<file path="config.mk">
export PLATFORM = sky130hd
export DESIGN_NAME = multdiv_ctrl
export DESIGN_NICKNAME = d
export VERILOG_FILES = /design/src/rtl/multdiv_ctrl.sv
export SDC_FILE = /design/constraint.sdc
export NUM_CORES = 1
export LEC_CHECK = 0
export ABC_AREA = 1
export CELL_PAD_IN_SITES_DETAIL_PLACEMENT = 0
export CELL_PAD_IN_SITES_GLOBAL_PLACEMENT = 1
export CORE_MARGIN = 4
export CORE_UTILIZATION = 30
export CTS_CLUSTER_DIAMETER = 150
export CTS_CLUSTER_SIZE = 16
export DETAILED_ROUTE_END_ITERATION = 6
export GPL_TIMING_DRIVEN = 0
export PLACE_DENSITY = 0.95
export SETUP_SLACK_MARGIN = 0.5
export SLEW_MARGIN = 20
export SYNTH_ARGS = -nofsm -noshare
export SYNTH_HDL_FRONTEND = slang
export SYNTH_SLANG_ARGS = --single-unit
</file>
<file path="constraint.sdc">
create_clock -name clock -period 6.9 [get_ports clock]
set_input_delay 0.69 -clock clock [delete_from_list [all_inputs] [get_ports clock]]
set_output_delay 0.69 -clock clock [all_outputs]
set_load 0.01 [all_outputs]
</file>
<file path="src/rtl/multdiv_ctrl.sv">
`default_nettype none
// ----------------------------------------------------------------------------
// multdiv_ctrl : issues mul/div from DX, stalls the pipe, hands result to XM
// Rev 1.0
// ----------------------------------------------------------------------------
module multdiv_ctrl #(
  parameter int TIMEOUT = 40,
  parameter int CNT_W   = 6
) (
  input  logic        clock,
  input  logic        reset,
  input  logic [31:0] insn_dx,
  input  logic [31:0] operandA,
  input  logic [31:0] operandB,
  input  logic        stall_ext,
  input  logic [31:0] md_result,
  input  logic        md_exception,
  input  logic        md_ready,
  output logic        ctrl_MULT,
  output logic        ctrl_DIV,
  output logic [31:0] md_operandA,
  output logic [31:0] md_operandB,
  output logic        stall,
  output logic        result_valid,
  output logic [31:0] result,
  output logic [4:0]  rd_out,
  output logic        busy
);

  localparam logic [4:0]       OPC_RTYPE = 5'b00000;
  localparam logic [4:0]       ALU_MUL   = 5'b00110;
  localparam logic [4:0]       ALU_DIV   = 5'b00111;
  localparam logic [4:0]       RD_STATUS = 5'd30;
  localparam logic [31:0]      EXC_MUL   = 32'd4;
  localparam logic [31:0]      EXC_DIV   = 32'd5;
  localparam logic [CNT_W-1:0] CNT_LAST  = CNT_W'(TIMEOUT - 1);
  localparam logic [CNT_W-1:0] CNT_MAX   = '1;

  typedef enum logic [1:0] {
    S_IDLE = 2'd0,
    S_BUSY = 2'd1,
    S_DONE = 2'd2
  } state_t;

  state_t           state_q, state_d;
  logic [CNT_W-1:0] cnt_q, cnt_d;
  logic [31:0]      opa_q, opa_d;
  logic [31:0]      opb_q, opb_d;
  logic [31:0]      result_q, result_d;
  logic [4:0]       rd_q, rd_d;
  logic [4:0]       rd_out_q, rd_out_d;
  logic             is_div_q, is_div_d;

  logic w_is_rtype;
  logic w_is_mul;
  logic w_is_div;
  logic w_issue;
  logic w_unused_insn;

  assign w_is_rtype    = (insn_dx[31:27] == OPC_RTYPE);
  assign w_is_mul      = w_is_rtype & (insn_dx[6:2] == ALU_MUL);
  assign w_is_div      = w_is_rtype & (insn_dx[6:2] == ALU_DIV);
  assign w_unused_insn = ^{insn_dx[21:7], insn_dx[1:0]};

  // Reset also masks the combinational start pulse so nothing issues while held.
  assign w_issue = (state_q == S_IDLE) & (w_is_mul | w_is_div) & ~stall_ext & ~reset;

  always_comb begin
    state_d  = state_q;
    cnt_d    = cnt_q;
    opa_d    = opa_q;
    opb_d    = opb_q;
    result_d = result_q;
    rd_d     = rd_q;
    rd_out_d = rd_out_q;
    is_div_d = is_div_q;

    case (state_q)
      S_IDLE: begin
        if (w_issue) begin
          opa_d    = operandA;
          opb_d    = operandB;
          rd_d     = insn_dx[26:22];
          is_div_d = w_is_div;
          cnt_d    = '0;
          state_d  = S_BUSY;
        end
      end

      S_BUSY: begin
        if (cnt_q != CNT_MAX) begin
          cnt_d = cnt_q + 1'b1;
        end
        if (md_ready && !md_exception) begin
          result_d = md_result;
          rd_out_d = rd_q;
          state_d  = S_DONE;
        end else if (md_ready || (cnt_q == CNT_LAST)) begin
          // Exception and timeout both report through rstatus.
          result_d = is_div_q ? EXC_DIV : EXC_MUL;
          rd_out_d = RD_STATUS;
          state_d  = S_DONE;
        end
      end

      S_DONE: begin
        if (!stall_ext) begin
          state_d = S_IDLE;
        end
      end

      default: begin
        state_d = S_IDLE;
      end
    endcase
  end

  always_ff @(posedge clock or posedge reset) begin
    if (reset) begin
      state_q  <= S_IDLE;
      cnt_q    <= '0;
      opa_q    <= '0;
      opb_q    <= '0;
      result_q <= '0;
      rd_q     <= '0;
      rd_out_q <= '0;
      is_div_q <= 1'b0;
    end else begin
      state_q  <= state_d;
      cnt_q    <= cnt_d;
      opa_q    <= opa_d;
      opb_q    <= opb_d;
      result_q <= result_d;
      rd_q     <= rd_d;
      rd_out_q <= rd_out_d;
      is_div_q <= is_div_d;
    end
  end

  assign ctrl_MULT    = w_issue & w_is_mul;
  assign ctrl_DIV     = w_issue & w_is_div;
  assign stall        = w_issue | (state_q == S_BUSY);
  assign busy         = (state_q == S_BUSY);
  assign result_valid = (state_q == S_DONE);
  assign md_operandA  = opa_q;
  assign md_operandB  = opb_q;
  assign result       = result_q;
  assign rd_out       = rd_out_q;

endmodule
`default_nettype wire

</file>
==> impl_results.md <==
* Fin area at 7770 sq um
* Leakage at roughly 3.7 nW
* Slew HR at ~67%
* PD cells at between 200 and 250 nW/um^2
* Met3 WL post-DR at 956 um
* Initial antenna violation count at 0
* CP arrival at roughly 3.4 ns
* Worst r2r src: state_q[0]
* Nets at approximately 900
* CP Buf/Inv Count at 5
* Placed cell area at about 7200 sq um
* Starting Density at 30.8%
* Worst Hold Path EP: md_operandA[25]
* # IOs at 239
* HP Class: reg -> reg
* Final worst-path cycle share at around three fifths
* Crit Path Max Fanout at 53
* Antenna Violating Nets Remaining at 0
* Synth area leaders: dfrtp_1, nand2_1, nand3_1
* Worst skew pair latency at 0.41 ns
* Largest net degree at the start of global routing at 65
* FF-to-FF setup slack at ~5 ns
* Setup Total Neg Slack at 0 ns
* Most frequent cells in the layout: nand2_1, clkdlybuf4s50_1, dfrtp_1
* Least-Margin Pin Slew at about 0.50 ns
* Final Util at between 50 and 60%
* Hpwl dp at between 10 and 15 mm
* Routed wire per std cell at about 14 um
* Placer Congestion at approximately 0.8
* Clock Skews at ~0.0087 ns
* R2R depth at 7
* Die Span Y at 133 um
* RSZ-0062 raised after global routing: false
* Horiz. Die Dim at approximately 130 um
* Residual DRC count at 0
* Critical R2R Capture: md_operandB[18]
* Proportion of layout cells with a drive suffix above 1 at between 7 and 8%
* Final WL at 14.4 mm
* Netlist Area Pre-Place at 4710 sq um
* Area grow syn2layout at 65.1%
* DRT Pass-1 Iters at 4
* CTS tree: yes
* Inserted Clock Buffers at 17
* First-pass GRT wire length at 23.4 mm
* Vias in the first global route at ~4500
* Sequential share of the synthesized area at 61.1%
* Met1 wire length at 6.21 mm
* Core area at approximately 15000 sq um
* HP Start: md_operandA[25]
* GRT Util Overall at 16.7%
* Synth top area share at roughly 61%
* CP cell instances: clkdlybuf4s50_1, inv_6, nand2_1, nor2_2, nand2_1, buf_4, buf_2, nor2_1, clkdlybuf4s50_1
* Root Driver: clkbuf_16
* Design Power at between 1.5 and 2 mW
* DRT iter0 DRCs at 209
* Number of vias per cell at around 4.4
* WL met2 at between 6 and 7 mm
* Diodes inserted at 0
* Final Hold Violating Endpoints at 0
* Placed Instances at approximately 980
* Clk slew on worst S/H paths at about 0.050 ns
* Syn Nets at just under 700
* Storage element area at about 2900 sq um
* Worst Path Required at 6.21 ns
* Multi-input gate area at ~1600 sq um
* Post-synth top area cell: dfrtp_1
* Hold path depth at 2
* Pins Over Slew Limit at 0
* Die Area at between 15000 and 20000 sq um
* Cell Rows at 45
* Slowest-stage cell, CP: clkdlybuf4s50_1
* CTS max path bufs at 2
* Number of hold buffers added after cts at 0
* Finished Layout Cells at approximately 1000
* # setup viols final at 0
* Crit path time final at between 4 and 5 ns
* CTS HTree Levels at 4
* I/O Buffers at ~220
* Most common cell after layout, fill and taps aside: nand2_1
* CP Capture Type: output pin
* Register bit count reported by yosys at around 120
* Setup Fix Bufs, Post-CTS at 0
* Top routing layer used: met4
* Yosys warns at 0
* Syn Area/Cell at 8.69 sq um
* Critical Setup Path Class: in -> out
* Fmax at around 0.25 GHz
* Post_cts resized at 0
* Max-cap violations at 0
* Routed via count at about 4500
* Post-Synthesis Cells at 542
* Worst IR Drop VDD at around 0.16 mV
* # fillers at approximately 1500
* Worst setup SP type: primary input
* CP top delay family: buffers and inverters
* Slowest Stage Delay on Critical Path at 0.54 ns
* Status: finished clean
* Yosys cell types at 23
* Clock sink count at ~120
* Gr ovfl total at 0
[layout make-up]
| type | count | area share (%) |
|---|---|---|
| Timing Repair Buffer | 222 | 28.8 |
| Buffer | 33 | 2.03 |
| Multi-Input combinational cell | 384 | 21.1 |
| Tap cell | 211 | 3.40 |
| Clock buffer | 25 | 6.50 |
| Clock inverter | 5 | 0.644 |
| Inverter | 10 | 0.547 |
| Sequential cell | 115 | 37.0 |
[cells by family after synthesis]
kind of cell,count (synthesis),synth area share (%)
flops,115,61.1
mux,1,0.213
fa+ha+maj,1,0.266
simple gates,341,29.7
buf+inv,43,4.14
xor+xnor,2,0.372
compound gates,39,4.20
[where the power goes]
group / switching, mW / internal, mW / total (mW)
combinational: 0.119 / 0.173 / 0.292
sequential: 0.0352 / 0.733 / 0.768
clock: 0.287 / 0.536 / 0.823
total: 0.441 / 1.44 / 1.88
[state kept, by name, indices dropped and copies added (netlist names)]
name,count
md_operandB,32
md_operandA,32
rd_q,5
rd_out,5
cnt_q,6
result,32
is_div_q,1
state_q,2
[tightest hold or removal path: stages (launching register included)]
cell     delay (ns)
dfrtp_1        0.33
nand2_1        0.06
nand2_1        0.05
[worst max path at each step]
stage,from,endpoint,cells after the start
2_1_floorplan,reset,ctrl_DIV,7
3_3_place_gp,reset,ctrl_MULT,9
3_5_place_dp,reset,ctrl_DIV,9
4_1_cts,reset,ctrl_DIV,9
5_1_grt,reset,ctrl_MULT,9
6_report,reset,ctrl_MULT,9
[routing by layer]
layer  vias up  track usage [%]
met3        24             5.93
met1      2088             20.3
li1       2212                -
met5         -                0
met2       148             27.0
met4         0             6.91
[stage by stage]
step | setup WS [ns] | hold WS, ns
final | 2.83 | 0.466
after global routing | 2.45 | 0.488
after CTS | 2.67 | 0.470
after detailed placement | 2.68 | 0.457
after global placement | -0.474 | 0.453
after floorplan | 2.03 | 0.442
[Yosys cell counts (all sizes together)]
library cell	number
and3	1
buf	23
clkbuf	10
dfrtp	115
ha	1
inv	10
mux2i	1
nand2	240
nand3	74
nand3b	1
nand4	1
nor2	22
o21ai	38
o21bai	1
or2	2
xor2	2
Note: power is estimated with default switching activity, not from simulation.
